$ cat config.mk
export PLATFORM = sky130hd
export DESIGN_NAME = can_filter_bank
export DESIGN_NICKNAME = d
export VERILOG_FILES = /design/src/rtl/can_filter_pkg.sv /design/src/rtl/can_filter_match.sv /design/src/rtl/can_filter_bank.sv
export SDC_FILE = /design/constraint.sdc
export NUM_CORES = 1
export LEC_CHECK = 0
export CORE_ASPECT_RATIO = 1.4
export CORE_MARGIN = 1.5
export CORE_UTILIZATION = 50
export DETAILED_ROUTE_END_ITERATION = 8
export GPL_TIMING_DRIVEN = 1
export PLACE_DENSITY = 0.8
export SKIP_LAST_GASP = 1
export SYNTH_ARGS = -nofsm -noshare
export SYNTH_HDL_FRONTEND = slang
export SYNTH_HIERARCHICAL = 1
export SYNTH_SLANG_ARGS = --single-unit
$ cat constraint.sdc
create_clock -name clk -period 21.6 [get_ports clk]
set_input_delay 2.16 -clock clk [delete_from_list [all_inputs] [get_ports clk]]
set_output_delay 2.16 -clock clk [all_outputs]
set_load 0.05 [all_outputs]
$ cat src/rtl/can_filter_pkg.sv
// ---------------------------------------------------------------------------
// can_filter_pkg
// Shared types and constants for the CAN acceptance filter bank.
//   filter_entry_t : one programmable filter entry (enable, IDE type,
//                    29-bit acceptance code, 29-bit acceptance mask)
//   state_t        : lookup FSM states
//   STD_ID_MASK    : identifier bits that take part in a standard-frame match
//   EXT_ID_MASK    : identifier bits that take part in an extended-frame match
// ---------------------------------------------------------------------------
package can_filter_pkg;

  localparam logic [28:0] STD_ID_MASK = 29'h7FF;
  localparam logic [28:0] EXT_ID_MASK = 29'h1FFFFFFF;

  typedef struct packed {
    logic        en;
    logic        ide;
    logic [28:0] code;
    logic [28:0] mask;
  } filter_entry_t;

  typedef enum logic [1:0] {
    IDLE,
    SCAN,
    RESP
  } state_t;

endpackage

$ cat src/rtl/can_filter_match.sv
// ---------------------------------------------------------------------------
// can_filter_match
// Combinational comparator for a single filter entry against one identifier.
// Ports:
//   entry   in  filter entry under test
//   req_ide in  frame format of the identifier (1 = extended)
//   req_id  in  29-bit identifier, standard ids sit in [10:0]
//   hit     out entry is enabled, of the same frame type and matches on
//               every bit its mask selects
// ---------------------------------------------------------------------------
module can_filter_match
  import can_filter_pkg::*;
(
  input  filter_entry_t entry,
  input  logic          req_ide,
  input  logic [28:0]   req_id,
  output logic          hit
);

  logic [28:0] w_widthMask;

  // A standard frame only carries 11 identifier bits, so code/mask bits
  // above [10] must not influence the result for standard entries.
  always_comb begin
    w_widthMask = req_ide ? EXT_ID_MASK : STD_ID_MASK;
    hit = entry.en
       && (entry.ide == req_ide)
       && (((req_id ^ entry.code) & entry.mask & w_widthMask) == 29'd0);
  end

endmodule

$ cat src/rtl/can_filter_bank.sv
// ---------------------------------------------------------------------------
// can_filter_bank
// Multi-entry CAN acceptance filter. Entries are scanned one per cycle for
// each received identifier; the lowest-index matching entry is reported.
// Ports:
//   clk, rst                 clock, asynchronous active-high reset
//   cfg_we/cfg_idx/cfg_code/cfg_mask/cfg_ide/cfg_en
//                            write one filter entry (taken only when cfg_ready)
//   cfg_ready                configuration write accepted this cycle
//   req_valid/req_ready      identifier lookup handshake
//   req_ide/req_id           frame format and identifier of the lookup
//   resp_valid/resp_ready    lookup result handshake
//   resp_accept              some enabled entry matched
//   resp_hit_idx             lowest matching entry index, 0 on reject
// Optional build macro CAN_FILTER_STATS_EN adds:
//   stat_clr                 clear both statistic counters
//   stat_accept_cnt          saturating count of accepted lookups
//   stat_reject_cnt          saturating count of rejected lookups
// ---------------------------------------------------------------------------
module can_filter_bank
  import can_filter_pkg::*;
#(
  parameter int NUM_FILTERS = 8,
  parameter int IDX_W       = (NUM_FILTERS > 1) ? $clog2(NUM_FILTERS) : 1
) (
  input  logic             clk,
  input  logic             rst,
  input  logic             cfg_we,
  input  logic [IDX_W-1:0] cfg_idx,
  input  logic [28:0]      cfg_code,
  input  logic [28:0]      cfg_mask,
  input  logic             cfg_ide,
  input  logic             cfg_en,
  output logic             cfg_ready,
  input  logic             req_valid,
  output logic             req_ready,
  input  logic             req_ide,
  input  logic [28:0]      req_id,
  output logic             resp_valid,
  input  logic             resp_ready,
  output logic             resp_accept,
`ifdef CAN_FILTER_STATS_EN
  input  logic             stat_clr,
  output logic [15:0]      stat_accept_cnt,
  output logic [15:0]      stat_reject_cnt,
`endif
  output logic [IDX_W-1:0] resp_hit_idx
);

  localparam logic [IDX_W-1:0] LAST_IDX = IDX_W'(NUM_FILTERS - 1);

  filter_entry_t    r_entries [NUM_FILTERS];
  state_t           r_state;
  state_t           w_nextState;
  logic [IDX_W-1:0] r_scanIdx;
  logic             r_reqIde;
  logic [28:0]      r_reqId;
  logic             r_respAccept;
  logic [IDX_W-1:0] r_respHitIdx;
  filter_entry_t    w_selEntry;
  logic             w_hit;
  logic             w_lastIdx;
  logic             w_cfgWrite;

  assign w_selEntry   = r_entries[r_scanIdx];
  assign w_lastIdx    = (r_scanIdx == LAST_IDX);
  assign w_cfgWrite   = cfg_we && cfg_ready && (int'(cfg_idx) < NUM_FILTERS);
  assign resp_accept  = r_respAccept;
  assign resp_hit_idx = r_respHitIdx;

  // Only the entry currently pointed at by the scan index is compared.
  can_filter_match u_match (
    .entry   (w_selEntry),
    .req_ide (r_reqIde),
    .req_id  (r_reqId),
    .hit     (w_hit)
  );

  // State register for the lookup FSM.
  always_ff @(posedge clk or posedge rst) begin
    if (rst) begin
      r_state <= IDLE;
    end else begin
      r_state <= w_nextState;
    end
  end

  // Next-state and handshake outputs. In IDLE a configuration write wins
  // over a lookup request presented in the same cycle.
  always_comb begin
    w_nextState = r_state;
    cfg_ready   = 1'b0;
    req_ready   = 1'b0;
    resp_valid  = 1'b0;
    case (r_state)
      IDLE: begin
        cfg_ready = 1'b1;
        req_ready = !cfg_we;
        if (req_valid && !cfg_we) begin
          w_nextState = SCAN;
        end
      end
      SCAN: begin
        if (w_hit || w_lastIdx) begin
          w_nextState = RESP;
        end
      end
      RESP: begin
        resp_valid = 1'b1;
        if (resp_ready) begin
          w_nextState = IDLE;
        end
      end
      default: w_nextState = IDLE;
    endcase
  end

  // Filter entry storage; out-of-range indices are dropped.
  always_ff @(posedge clk or posedge rst) begin
    if (rst) begin
      for (int k = 0; k < NUM_FILTERS; k++) begin
        r_entries[k] <= '0;
      end
    end else if (w_cfgWrite) begin
      r_entries[cfg_idx] <= '{en: cfg_en, ide: cfg_ide, code: cfg_code, mask: cfg_mask};
    end
  end

  // Request latch, scan index and result registers. The first hit ends the
  // scan, which is what makes the lowest matching index win.
  always_ff @(posedge clk or posedge rst) begin
    if (rst) begin
      r_scanIdx    <= '0;
      r_reqIde     <= 1'b0;
      r_reqId      <= '0;
      r_respAccept <= 1'b0;
      r_respHitIdx <= '0;
    end else begin
      case (r_state)
        IDLE: begin
          if (req_valid && req_ready) begin
            r_reqIde  <= req_ide;
            r_reqId   <= req_id;
            r_scanIdx <= '0;
          end
        end
        SCAN: begin
          if (w_hit) begin
            r_respAccept <= 1'b1;
            r_respHitIdx <= r_scanIdx;
          end else if (w_lastIdx) begin
            r_respAccept <= 1'b0;
            r_respHitIdx <= '0;
          end else begin
            r_scanIdx <= r_scanIdx + 1'b1;
          end
        end
        default: begin
        end
      endcase
    end
  end

`ifdef CAN_FILTER_STATS_EN
  logic        w_respFire;
  logic [15:0] r_acceptCnt;
  logic [15:0] r_rejectCnt;

  assign w_respFire      = resp_valid && resp_ready;
  assign stat_accept_cnt = r_acceptCnt;
  assign stat_reject_cnt = r_rejectCnt;

  // Saturating statistics; a clear overrides a coincident response.
  always_ff @(posedge clk or posedge rst) begin
    if (rst) begin
      r_acceptCnt <= '0;
      r_rejectCnt <= '0;
    end else if (stat_clr) begin
      r_acceptCnt <= '0;
      r_rejectCnt <= '0;
    end else if (w_respFire) begin
      if (r_respAccept) begin
        if (r_acceptCnt != 16'hFFFF) begin
          r_acceptCnt <= r_acceptCnt + 16'd1;
        end
      end else begin
        if (r_rejectCnt != 16'hFFFF) begin
          r_rejectCnt <= r_rejectCnt + 16'd1;
        end
      end
    end
  end
`endif

endmodule

Word-level counts from Yosys, hierarchy flattened --
Index checks and enable logic that the tools add are counted.
Cells by class: $add $sub $neg 1, $mul 0, divide/modulo/power cells 0, $lt $le $gt $ge 3, eq/ne operators 10, shift-type cells 0, muxes and demuxes 22, bitwise operators 5, reduce and logical (&&, ||, !) cells 16
Operator list (number):
- 480-bit bitwise mux | 1
- 60-bit binary-select mux with 3-bit select | 1
- 60-bit demux with 3-bit select | 1
- 60-bit two-way mux | 3
- 29-bit bitwise AND | 2
- 29-bit logical NOT | 1
- 29-bit two-way mux | 1
- 29-bit XOR | 1
- 3-bit two-way mux | 5
- 2-bit != test (second input constant) | 6
- 4-bit greater-or-equal comparator (second input constant) | 2
- 3-bit inverter with 4-bit output | 2
- 1-bit logical AND | 6
- 2-bit two-way mux | 3
- 2-bit case mux with 3 select lines | 1
- 3-bit case mux with 2 select lines | 1
- 1-bit two-way mux | 5
- 4-bit by 1-bit less-than comparator with 1-bit output (second input constant) | 1
- 2-bit AND reduction | 2
- 4-bit AND reduction | 1
- 2-bit nonzero test | 2
- 3-bit by 1-bit adder with 3-bit output (second input constant) | 1
- 3-bit == test (second input constant) | 1
- 3-bit AND reduction | 1
- other kinds (6) | 6
Storage, ports and cells: flip-flop bits (word level) 519, bits in latches 0, memory bits (writable) 0, bits in read-only memories 0, bits of input ports 98, output and inout bits 7, logic and storage cells 95, memories kept 0

Logic depth before layout (Yosys ltp) --
depth in word-level cells 12, depth in mapped cells 14, gate-level depth less buffers 10

By module --
The synthesis kept the hierarchy.
Modules (own cells, without submodules):
- can_filter_bank | times used 1, cells an instance 1333, area an instance 22805.6 sq um
- can_filter_match | times used 1, cells an instance 50, area an instance 435.4 sq um

Worst setup path after synthesis --
OpenSTA, ideal clock, no wires.
kind input to output, start input port cfg_we, end output port req_ready, data arrival time 3.205 ns, path slack 16.235 ns, stages on the path 1, cell sequence nor3_1
On the way: cells in the longest elaborated chain, start to end 2
Ends and longest elaborated chain:
- start: declaration | line can_filter_bank.sv:28 | input logic cfg_we,
- 1-bit logical NOT | line can_filter_bank.sv:98 | req_ready = !cfg_we;
- 1-bit two-way mux | line can_filter_bank.sv:95 | case (r_state)
- end: declaration | line can_filter_bank.sv:36 | output logic req_ready,
Every way passes these cells.

==> summary.md <==
| Metric | Value |
|---|---|
| Post-detailed-route count of antenna-violating nets | 0 |
| Mux contribution to synthesized area | 39.3% |
| Design Power | 4.01 mW |
| Top_reg_cell synth | dfrtp_1 |
| Vias in the first global route | 14000 |
| Startpoint types | primary input |
| Clock skew | 0.0136 ns |
| DP HPWL | 28200 microns |
| Max IR drop VDD | 0.0850 mV |
| Pre-CTS setup slack | 14.94 ns |
| Pins Over Slew Limit | 0 |
| Post-synth EDFFs | 0 |
| P_leak | 11.3 nW |
| First-pass GRT wire length | 79600 microns |
| Gr ovfl total | 0 |
| Synth top area cells | dfrtp_1 (56%), mux2_2 (24%), mux4_2 (12%), mux2_1 (3.5%), buf_2 (1.5%) |
| Setup crit end kind | asynchronous set/reset pin |
| CP max stage delay | 0.98 ns |
| Synthesized area | 0.0232 sq mm |
| Commonest cells post-synth | dfrtp_1 (519), mux2_2 (499), mux4_2 (120) |
| Worst setup margin | 15.66 ns |
| Fin. Hold Viols | 0 |
| IO Count | 105 |
| Clock root cell | clkbuf_16 |
| Clk sinks | 519 |
| Clk_lat worst skew | 0.56 ns |
| Area grow syn2layout | 13.0% |
| Cells along the critical path | clkdlybuf4s50_1, inv_8, buf_12, buf_4, buf_4 |
| Die ar. | 0.0478 sq mm |
| Post-synthesis compound-gate area fraction | 0.883% |
| Die width | 185 microns |
| NumNets Final | 1565 |
| TritonRoute pass-1 iters | 5 |
| Routed Wire Length | 49400 microns |
| Synth Area in Simple Gates | 0.689% |
| Synth Register Bits | 519 |
| Gate Count Post-Synth | 1383 |
| Htree depth | 2 |
| Via/cell ratio | 5.91 |
| Largest family of logic cells by synthesized area | multiplexers |
| DRC violations left | 0 |
| Critical path's slowest cell | buf_4 |
| Initial antenna violation count | 3 |
| Sequential fraction of the synthesis area | 55.9% |
| WS Path Type | primary input to asynchronous set/reset pin |
| Clock tree buffer depth | 3 |
| Synth area leader | dfrtp_1 |
| CTS tree | yes |
| Vias | 12500 |
| Core Rows | 93 |
| Post-Synth XOR/XNOR Area | 1.13% |
| Share of the synthesized area in the top cell type | 55.9% |
| Unrepaired setup endpoints after global routing | false |
| Tcrit/Tclk final | 27.5% |
| Worst slew pin tran | 1.18 ns |
| Outcome | finished, final reports clean |
| Post-CTS Resized | 0 |
| Largest net degree at the start of global routing | 200 |
| Slew headroom | 21.4% |
| Setup Buffers After CTS | 0 |
| Core box area | 0.0460 sq mm |
| Most frequent CP cell | buf_4 |
| Crit path buffers/inverters | 5 |
| Total CTS buffers | 46 |
| Die height | 258 microns |
| Initial Util | 50.6% |
| Max Clock Freq | 168 MHz |
| Max_cap viols | 0 |
| Worst Path Max Fanout | 199 |
| CP delay by family, top | buffers and inverters |
| Yosys cell types | 29 |
| CTS Hold Bufs | 0 |
| Wire length per cell | 23.4 microns |
| Adder-Cell Fraction of Synth Area | 0.108% |
| Worst EP arrival | 6.45 ns |
| Clock transition at path regs | 0.06 ns |
| Routability cong. | 0.727 |
| Setup TNS | 0 ns |
| Synth warn | 6 |
| Tot GR Track Use | 21.8% |
| Layout cells sized above 1 | 48.1% |
| Syn Area/Cell | 16.8 sq um |
| Post-layout min period | 5.94 ns |
| Final setup vio count | 0 |
| Mapped Nets | 1483 |
| Required @ worst endpoint | 22.11 ns |
| Number of port buffers | 104 |
| Most common cell in the synthesized netlist | dfrtp_1 |
| Worst Hold Class | flip-flop to flip-flop |
| Initial drt markers | 680 |
| Asr flop ratio synth | 100% |
| Pwr/cell area | 153 mW/mm^2 |
-- layout by cell type (no fill, tap or decap), types with 2 or more instances in the layout --
cell type and n:
and3_4 2, a22o_1 8, nand2_4 6, inv_1 2, nor2b_1 3, clkbuf_8 9
dfrtp_4 2, nand4_1 3, diode_2 3, nand2_1 2, buf_4 17, dfrtp_1 516
a22oi_1 8, mux2_1 72, nor4b_2 2, o21ai_0 2, mux4_2 120, mux2_2 499
nor2_1 3, clkdlybuf4s50_1 104, a221oi_2 3, xor2_1 29, ha_1 2, clkinv_2 5
clkbuf_1 15, clkbuf_16 49
-- state kept, by name, indices dropped and copies added (netlist names) --
| signal | flops |
|---|---|
| r_reqId | 29 |
| r_reqIde | 1 |
| r_entries | 480 |
| resp_accept | 1 |
| r_scanIdx | 3 |
| resp_hit_idx | 3 |
| r_state | 2 |
-- stage by stage --
step           utilization [%]  area [sq um]  hold WS (ns)  std cells
2_1_floorplan                -         23200         0.452       1383
3_5_place_dp              54.0         24800         0.469       2034
4_1_cts                   57.1         26300         0.484       2113
5_1_grt                   57.2         26300         0.497       2116
3_3_place_gp              54.0         24800         0.462       2034
6_report                  57.2         26300         0.484       2116
-- layer usage --
layer	up-vias	GRT usage (%)	routed length, microns
li1	5355	-	-
met1	6817	29.8	21700
met2	256	35.6	24400
met3	81	3.44	2040
met4	0	7.59	1310
met5	-	0	0
-- path summary, 6_finish.rpt --
kind | start | end | slack, ns | cells after the start
max | rst | r_reqId[2] | 15.66 | 5
min | r_entries[8] | r_entries[8] | 0.48 | 1
max reg2reg | r_scanIdx[0] | r_scanIdx[0] | 16.79 | 12
min reg2reg | r_entries[8] | r_entries[8] | 0.48 | 1
max in group clk | cfg_we | req_ready | 15.83 | 3
min in group asynchronous | rst | r_entries[81] | 2.19 | 2
-- power by group --
group	total (mW)	switching (mW)	internal, mW
clock network	0.792	0.348	0.445
registers	1.75	0.283	1.47
logic	1.47	0.567	0.905
total	4.01	1.20	2.82
-- cells by family after synthesis --
| logic type | after synthesis |
|---|---|
| multiplexers | 691 |
| AO/OA/AOI/OAI | 23 |
| buffers and inverters | 91 |
| adder cells (fa/ha/maj) | 2 |
| flip-flops | 519 |
| XOR/XNOR | 30 |
| AND/OR/NAND/NOR | 27 |
-- worst register-to-register path, delay by kind of cell (launching register included) --
kind	cells	cell delay [ns]
compound gates	2	0.32
xor+xnor	1	0.21
buf+inv	2	1.12
flops	1	0.79
mux	3	1.18
simple gates	4	1.09
-- layout make-up --
| cell class | count | area, sq um |
|---|---|---|
| flip-flops and latches | 519 | 13000 |
| multi-input cells | 773 | 9850 |
| repair buffers | 122 | 1190 |
| clock inverters | 6 | 33.8 |
| diodes | 3 | 7.51 |
| inverters | 3 | 18.8 |
| well taps | 617 | 772 |
| clock buffers | 73 | 1410 |
| fillers | 3454 | 19700 |
Note: power is estimated with default switching activity, not from simulation.
